$ cat config.mk
export PLATFORM = sky130hd
export DESIGN_NAME = mac_vector_sequencer
export DESIGN_NICKNAME = d
export VERILOG_FILES = /design/src/rtl/mac_vector_sequencer.sv
export SDC_FILE = /design/constraint.sdc
export NUM_CORES = 1
export LEC_CHECK = 0
export CAP_MARGIN = 40
export CORE_MARGIN = 5
export CORE_UTILIZATION = 45
export CTS_CLUSTER_SIZE = 14
export DETAILED_ROUTE_END_ITERATION = 7
export PLACE_DENSITY_LB_ADDON = 0.12
export SLEW_MARGIN = 20
export SYNTH_ARGS = -nofsm -noshare
export SYNTH_HDL_FRONTEND = slang
export SYNTH_SLANG_ARGS = --single-unit
$ cat constraint.sdc
create_clock -name clk -period 2.7 [get_ports clk]
set_input_delay 0.81 -clock clk [delete_from_list [all_inputs] [get_ports clk]]
set_output_delay 0.81 -clock clk [all_outputs]
set_load 0.1 [all_outputs]
$ cat src/rtl/mac_vector_sequencer.sv
// Operand sequencer in front of the macish accumulator: streams vector elements into the MAC,
// drains its two-edge pipeline with bubbles and buffers each finished dot product with its length.
`timescale 1ns/1ps
module mac_vector_sequencer #(
  parameter int DATA_W = 8,
  parameter int ACC_W  = 16,
  parameter int LEN_W  = 8
) (
  input  logic              clk,
  input  logic              aclr_n,
  input  logic              in_valid,
  output logic              in_ready,
  input  logic [DATA_W-1:0] in_a,
  input  logic [DATA_W-1:0] in_b,
  input  logic              in_last,
  output logic              mac_aclr,
  output logic              mac_clken,
  output logic              mac_sload,
  output logic [DATA_W-1:0] mac_dataa,
  output logic [DATA_W-1:0] mac_datab,
  input  logic [ACC_W-1:0]  mac_adder_out,
  output logic              out_valid,
  input  logic              out_ready,
  output logic [ACC_W-1:0]  out_sum,
  output logic [LEN_W-1:0]  out_len,
  output logic              out_ovf
);

  localparam logic [LEN_W-1:0] LEN_MAX = {LEN_W{1'b1}};
  localparam logic [LEN_W-1:0] LEN_ONE = {{(LEN_W-1){1'b0}}, 1'b1};

  logic              first_r;
  logic              t1_r;
  logic              cap_pending_r;
  logic [LEN_W-1:0]  cap_len_r;
  logic              cap_ovf_r;
  logic [LEN_W-1:0]  cnt_r;
  logic              ovf_r;
  logic [LEN_W-1:0]  len_r;
  logic              len_ovf_r;
  logic              out_valid_r;
  logic [ACC_W-1:0]  out_sum_r;
  logic [LEN_W-1:0]  out_len_r;
  logic              out_ovf_r;

  logic              stall_s;
  logic              in_ready_s;
  logic              issue_s;
  logic              bubble_s;
  logic              advance_s;
  logic              capture_s;
  logic              sload_s;
  logic [DATA_W-1:0] dataa_s;
  logic [DATA_W-1:0] datab_s;
  logic [LEN_W-1:0]  cnt_next_s;
  logic              ovf_next_s;

  // Handshake, MAC advance and capture decisions.
  always_comb begin
    stall_s    = cap_pending_r & out_valid_r & ~out_ready;
    // Nothing is accepted while the block is held in reset.
    in_ready_s = ~stall_s & aclr_n;
    issue_s    = in_valid & in_ready_s;
    bubble_s   = t1_r & ~issue_s & ~stall_s;
    advance_s  = issue_s | bubble_s;
    capture_s  = cap_pending_r & (~out_valid_r | out_ready);
    if (issue_s) begin
      dataa_s = in_a;
      datab_s = in_b;
      sload_s = first_r;
    end else begin
      dataa_s = {DATA_W{1'b0}};
      datab_s = {DATA_W{1'b0}};
      sload_s = 1'b0;
    end
  end

  // Element count including the pair being issued, saturating at LEN_MAX.
  always_comb begin
    cnt_next_s = LEN_ONE;
    ovf_next_s = 1'b0;
    if (first_r) begin
      cnt_next_s = LEN_ONE;
      ovf_next_s = 1'b0;
    end else if (cnt_r == LEN_MAX) begin
      cnt_next_s = LEN_MAX;
      ovf_next_s = 1'b1;
    end else begin
      cnt_next_s = cnt_r + LEN_ONE;
      ovf_next_s = ovf_r;
    end
  end

  // Tracks the MAC pipeline: t1 marks a last pair still one edge away from the accumulator.
  always_ff @(posedge clk or negedge aclr_n) begin
    if (!aclr_n) begin
      first_r       <= 1'b1;
      t1_r          <= 1'b0;
      cap_pending_r <= 1'b0;
      cap_len_r     <= {LEN_W{1'b0}};
      cap_ovf_r     <= 1'b0;
    end else begin
      if (issue_s) begin
        first_r <= in_last;
      end
      if (advance_s) begin
        t1_r <= issue_s & in_last;
      end
      // len_r may already be reused by a following single-element vector, so snapshot it here.
      if (advance_s && t1_r) begin
        cap_pending_r <= 1'b1;
        cap_len_r     <= len_r;
        cap_ovf_r     <= len_ovf_r;
      end else if (capture_s) begin
        cap_pending_r <= 1'b0;
      end
    end
  end

  // Per-vector element counter; the final count is latched when the last pair issues.
  always_ff @(posedge clk or negedge aclr_n) begin
    if (!aclr_n) begin
      cnt_r     <= {LEN_W{1'b0}};
      ovf_r     <= 1'b0;
      len_r     <= {LEN_W{1'b0}};
      len_ovf_r <= 1'b0;
    end else if (issue_s) begin
      if (in_last) begin
        len_r     <= cnt_next_s;
        len_ovf_r <= ovf_next_s;
        cnt_r     <= {LEN_W{1'b0}};
        ovf_r     <= 1'b0;
      end else begin
        cnt_r     <= cnt_next_s;
        ovf_r     <= ovf_next_s;
      end
    end
  end

  // One-entry result buffer; capture samples the accumulator before any same-edge advance.
  always_ff @(posedge clk or negedge aclr_n) begin
    if (!aclr_n) begin
      out_valid_r <= 1'b0;
      out_sum_r   <= {ACC_W{1'b0}};
      out_len_r   <= {LEN_W{1'b0}};
      out_ovf_r   <= 1'b0;
    end else if (capture_s) begin
      out_valid_r <= 1'b1;
      out_sum_r   <= mac_adder_out;
      out_len_r   <= cap_len_r;
      out_ovf_r   <= cap_ovf_r;
    end else if (out_valid_r && out_ready) begin
      out_valid_r <= 1'b0;
    end
  end

  assign in_ready  = in_ready_s;
  assign mac_aclr  = ~aclr_n;
  assign mac_clken = advance_s;
  assign mac_sload = sload_s;
  assign mac_dataa = dataa_s;
  assign mac_datab = datab_s;
  assign out_valid = out_valid_r;
  assign out_sum   = out_sum_r;
  assign out_len   = out_len_r;
  assign out_ovf   = out_ovf_r;

endmodule

==> results of run 1 <==
[kinds of logic (layout without fill, tap and decap cells)]
group | Yosys count | count (layout) | share of synthesized area, %
AND/OR/NAND/NOR | 68 | 68 | 15.49
flip-flops | 56 | 56 | 57.11
multiplexers | 36 | 36 | 16.40
AO/OA/AOI/OAI | 31 | 31 | 7.794
buffers and inverters | 11 | 109 | 2.343
adder cells (fa/ha/maj) | 1 | 1 | 0.5093
XOR/XNOR | 1 | 1 | 0.3567
[layout make-up]
cell class	count	area (um2)	share of cell area [%]
Sequential cell	56	1404	37.14
Timing Repair Buffer	98	1130	29.89
Multi-Input combinational cell	137	1049	27.74
Tap cell	72	90.09	2.383
Clock buffer	6	82.58	2.185
Clock inverter	2	13.76	0.3641
Inverter	3	11.26	0.2979
[power groups by stage]
stage	Clock, uW	Sequential, uW	Combinational (uW)
6_report	486	1030	1250
5_1_grt	532	1040	1290
4_1_cts	499	1030	1270
3_5_place_dp	0	1040	1250
3_3_place_gp	0	1030	1230
2_1_floorplan	0	1660	273
[critical path: cells and delay by family]
| family | cells | cell delay (ns) |
|---|---|---|
| simple gates | 3 | 0.62 |
| buf+inv | 3 | 0.40 |
[synthesized netlist by cell type, types with 2 or more instances]
cell type   n  area share [%]
nand3_1     5             1.0
nand2_1    22             3.4
mux2_2     34              16
mux2i_1     2            0.82
inv_1       3            0.46
nand2b_1    3            0.76
dfrtp_1    55              56
a21oi_1     8             1.6
and2_1     17             4.3
nand4_1     3            0.76
buf_2       6             1.2
nor2_1      7             1.1
o31ai_1     2            0.61
o21ai_0    14             2.9
[sequential cells by signal, indices dropped and copies added, names as in the netlist, 8 cells and up]
register   cells
cap_len_r      8
out_sum       16
cnt_r          8
out_len        8
len_r          8
[routing by layer]
metal  wire length, um  GRT usage [%]  up-vias
li1                  -              -      904
met1              2542          23.11      934
met2              3140          29.86       53
met3               318          3.949        6
met4                57          3.947        0
met5                 0              0        -
[layout by cell type (no fill, tap or decap), drive strengths merged, types with 2 or more instances in the layout]
| cell type | netlist | layout |
|---|---|---|
| nand2 | 23 | 23 |
| dfrtp | 55 | 55 |
| o21ai | 15 | 15 |
| nand4 | 4 | 4 |
| nand3 | 5 | 5 |
| and3 | 3 | 3 |
| nand2b | 3 | 3 |
| buf | 7 | 64 |
| mux2 | 34 | 34 |
| clkbuf | 1 | 6 |
| or2 | 2 | 2 |
| and2 | 17 | 17 |
| o31ai | 3 | 3 |
| mux2i | 2 | 2 |
| inv | 3 | 4 |
| clkdlybuf4s50 | 0 | 33 |
| nor2 | 8 | 8 |
| a21oi | 8 | 8 |
[what timing repair did]
action | 4_1_cts | 5_1_grt
endpoints found under the setup margin | 19 | 6
gates cloned | 2 | 0
resized for setup | 17 | 0
setup buffers | 3 | 0
pin swaps | 7 | 1
[path summary, 6_finish.rpt]
path | to | depth (start not counted) | from | slack [ns]
max in group asynchronous | first_r | 3 | aclr_n | 1.64
setup / recovery | mac_datab[1] | 6 | out_ready | 0.05
hold / removal | len_r[1] | 2 | len_r[1] | 0.49
hold reg to reg | len_r[1] | 2 | len_r[1] | 0.49
setup reg to reg | cnt_r[3] | 5 | cnt_r[0] | 1.06
min in group asynchronous | cnt_r[3] | 2 | aclr_n | 0.51
[metrics by stage]
step / total power [uW] / util (%) / instance area (um2)
floorplan: 1938 / - / 2494
global placement: 2268 / 66.67 / 3603
detailed placement: 2287 / 66.67 / 3603
CTS: 2790 / 70.30 / 3800
global route: 2865 / 69.93 / 3780
finish: 2766 / 69.93 / 3780
==> flow_summary.yaml, run 1 <==
status:
  status: "finished, final reports clean"
cells_and_area:
  diodes: 0
  fillers: 410
  drive_above_1_share_pct: 45.03
  area_growth_syn_to_layout_pct: 53.90
  fin_nets: 339
  stdcell_count: 374
power:
  sequentialPowerShare_pct: 37.1
  p_per_area_mw_per_mm2: 731.7
  pwr-share-comb_pct: 45.4
  internal_power_uw: 1511
  ir_drop_uv: 623.8
  p_leak_uw: 0.001745
  switching_share_pct: 45.37
  power.share.clock_pct: 17.6
  p_switching_uw: 1255
placement:
  dp.cells: 362
  dp_hpwl_um: 4417
  portBuffers: 82
  gp_congestion: 0.8875
  dpl_worst_slack_ns: -0.2831
drt:
  wl_um: 6059
  dr.first_iter.drc_count: 78
  via_count: 1897
  wl_per_cell_um: 16.20
  firstDrtPassIters: 4
  detail-route-antenna-nets: 0
  drc: 0
  avgViaCountPerCell: 5.072
critical_path:
  arrival_ns: 1.84
  crit_path_end_kind: "output port"
  critPathMaxStageDelay_ns: 0.25
  cp_cell_sequence: "buf_2 -> nand3b_1 -> and3_4 -> buf_12 -> and2_2 -> buf_12"
  critPathKind: "input port to output port"
  path_max_fanout: 5
  critPathLaunchType: "input port"
  crit_slowest_cell: "and3_4"
  critPathMostFrequentCell: "buf_12"
  required_ns: 1.89
floorplan:
  start_util_pct: 45.44
  die_x_um: 83.88
  die_area_mm2: 0.007036
  rows: 27
  num_io_pins: 83
  coreArea_mm2: 0.005405
  die_y_um: 83.88
flow_run:
  maxCapViolations: 0
synth:
  synth-edff-count: 0
  synth_fp_nets: 242
  ys_warn_count: 0
  syn_area_mm2: 0.002456
  syn_area_per_cell_um2: 12.04
  synth_cells: 204
  synth_top_flop_cell: "dfrtp_1"
  ys_seq_area_share_pct: 57.11
  ys_types: 37
  ys_ff_latch: 56
  synth_async_sr_flop_share_pct: 100.0
worst_hold_path:
  hp-class: "flop to flop"
timing:
  slew_headroom_pct: 72.92
  fmax_mhz: 377.3
  period_minus_slack_ns: 2.651
  hold_viol: 0
  skew_ns: 0.005595
  fin_hold_ws_ns: 0.4884
  period_share_pct: 98.17
  tightest_slew_ns: 0.4006
  grt_setup_unrepaired: "false"
  finalMaxSlewViolations: 0
  finalWorstSetupSlack_ns: 0.04939
  setup_viol: 0
  finalSetupTns_ns: 0
cts:
  cts.clk_slew.worst_paths_ns: 0.10
  root_buffer: "clkbuf_8"
  cts_tree: "done"
  cts_htree_levels: 2
  cts-buffers-inserted: 5
  insertion_delay_ns: 0.30
  cts_buffer_depth: 2
  cts.sinks: 56
  ctsHoldBuffers: 0
global_route:
  grtUsageTotal_pct: 17.63
  grt_pass1_vias: 1912
  grt_start_max_net_pins: 29
  grt_overflow_total: 0
  grt_pass1_wl_um: 9956
  antenna_found_initial: 0
(Power assumes the default switching activity.)
==> run 2: changes to the inputs <==
Settings changed: GPL_TIMING_DRIVEN set to 0.
==> flow_summary.yaml, run 2 (synthesis results as in run 1) <==
timing:
  slew_headroom_pct: 69.96
  finalWorstSetupSlack_ns: 0.04862
  period_share_pct: 98.20
  finalMaxSlewViolations: 0
  tightest_slew_ns: 0.4489
  fmax_mhz: 377.2
  grt_setup_unrepaired: "false"
  hold_viol: 0
  skew_ns: 0.005977
  period_minus_slack_ns: 2.651
  setup_viol: 0
critical_path:
  critPathKind: "input port to output port"
  crit_path_end_kind: "output port"
  path_max_fanout: 5
  required_ns: 1.89
  arrival_ns: 1.84
  critPathLaunchType: "input port"
  reg2reg_slack_ns: 0.85
drt:
  firstDrtPassIters: 4
  dr.first_iter.drc_count: 112
  wl_per_cell_um: 18.77
  via_count: 2104
  avgViaCountPerCell: 5.195
  wl_um: 7603
  drc: 0
  detail-route-antenna-nets: 0
global_route:
  grtUsageMet1_pct: 26.60
  grt_overflow_total: 0
  met3_usage_pct: 3.751
  grt_busiest_layer: "met2"
  met2_usage_pct: 42.88
  grt_start_max_net_pins: 31
  grt_pass1_wl_um: 12560
  grtUsageTotal_pct: 22.88
  grt_pass1_vias: 2408
  antenna_found_initial: 0
placement:
  gp_congestion: 0.8536
  portBuffers: 82
  dpl_worst_slack_ns: -1.132
  dp_hpwl_um: 5276
  post_dp_cell_area_mm2: 0.004170
cells_and_area:
  design_area_mm2: 0.004369
  drive_above_1_share_pct: 42.94
  seqCellArea_mm2: 0.001404
  final_cell_mix: "clkdlybuf4s50_1, dfrtp_1, mux2_2"
  area_growth_syn_to_layout_pct: 77.89
  diodes: 0
  largest_reg_flops: 16
  post-route-util_pct: 80.83
  multi_input_area_mm2: 0.001076
  fillers: 298
  layout_commonest_cell: "clkdlybuf4s50_1"
  fin_nets: 370
power:
  p_switching_uw: 1345
  internal_power_uw: 1847
  p_per_area_mw_per_mm2: 730.6
  switching_share_pct: 42.15
  ir_drop_uv: 585.2
  p_leak_uw: 0.001967
  power.share.clock_pct: 17.3
  pwr-share-comb_pct: 50.4
  sequentialPowerShare_pct: 32.3
cts:
  cts_buffer_depth: 2
  cts_htree_levels: 2
  root_buffer: "clkbuf_8"
  cts-buffers-inserted: 5
  cts.sinks: 56
  insertion_delay_ns: 0.31
  cts.clk_slew.worst_paths_ns: 0.10
  cts_tree: "done"
floorplan:
  die_y_um: 83.88
  start_util_pct: 45.44
  rows: 27
  coreArea_mm2: 0.005405
  num_io_pins: 83
  die_area_mm2: 0.007036
  die_x_um: 83.88
flow_run:
  maxCapViolations: 0
worst_hold_path:
  hp-class: "input port to async pin"
status:
  status: "finished, final reports clean"
[run 2: cell count changes in the layout (fill, tap and decap cells not counted), sizes merged]
cell | previous run | this run
dlygate4sd2 | 1 | 0
bufinv | 0 | 1
buf | 64 | 66
clkinvlp | 0 | 1
clkbuf | 6 | 7
clkdlybuf4s50 | 33 | 59
bufbuf | 0 | 2
inv | 4 | 3
[run 2: power by group through the flow]
stage,Combinational [uW],Sequential [uW],Clock [uW]
2_1_floorplan,273,1660,0
3_3_place_gp,1210,1030,0
3_5_place_dp,1580,1050,0
4_1_cts,1610,1030,554
5_1_grt,1650,1050,600
6_report,1610,1030,552
[run 2: stage by stage]
stage | hold slack [ns] | setup TNS (ns) | power [uW] | cells
after floorplan | 0.4446 | -0.5926 | 1938 | 204
after global placement | 0.4632 | -163.90 | 2246 | 358
after detailed placement | 0.4754 | -19.44 | 2634 | 405
after CTS | 0.2860 | 0 | 3197 | 403
after global routing | 0.2792 | 0 | 3302 | 405
final | 0.2907 | 0 | 3192 | 405
[run 2: final timing paths]
check / from / to / cells past startpoint
min reg2reg: len_r[7] / len_r[7] / 2
max: out_ready / mac_dataa[5] / 7
min in group clk: len_r[7] / len_r[7] / 2
max in group asynchronous: aclr_n / cap_len_r[7] / 2
min: aclr_n / out_sum[5] / 1
max reg2reg: out_valid / len_r[4] / 7
[run 2: area by class of cell]
cell class | instances | area share [%]
inverter | 3 | 0.2577
timing repair buffer | 121 | 36.94
sequential | 56 | 32.13
tap | 72 | 2.062
clock inverter | 3 | 0.9737
buffer | 8 | 1.432
clock buffer | 5 | 1.575
multi-input combinational | 137 | 24.63
[run 2: metal layers]
layer / share of wire, % / vias up
li1: - / 969
met2: 57 / 68
met3: 4.3 / 15
met4: 1.9 / 0
met5: 0 / -
met1: 36 / 1052
[run 2: worst max-delay path, stage by stage]
cell,delay (ns)
buf_2,0.10
nand3b_1,0.17
and3_4,0.19
buf_6,0.13
buf_6,0.13
and2_4,0.14
buf_16,0.16
[run 2: what timing repair did]
item / in CTS / in global routing
hold buffers: 0 / 0
gates resized for setup: 44 / 3
pin swaps: 16 / 0
hold endpoints to repair: 0 / 0
setup endpoints to repair: 20 / 15
buffers inserted: 7 / 2
cloned: 3 / 0
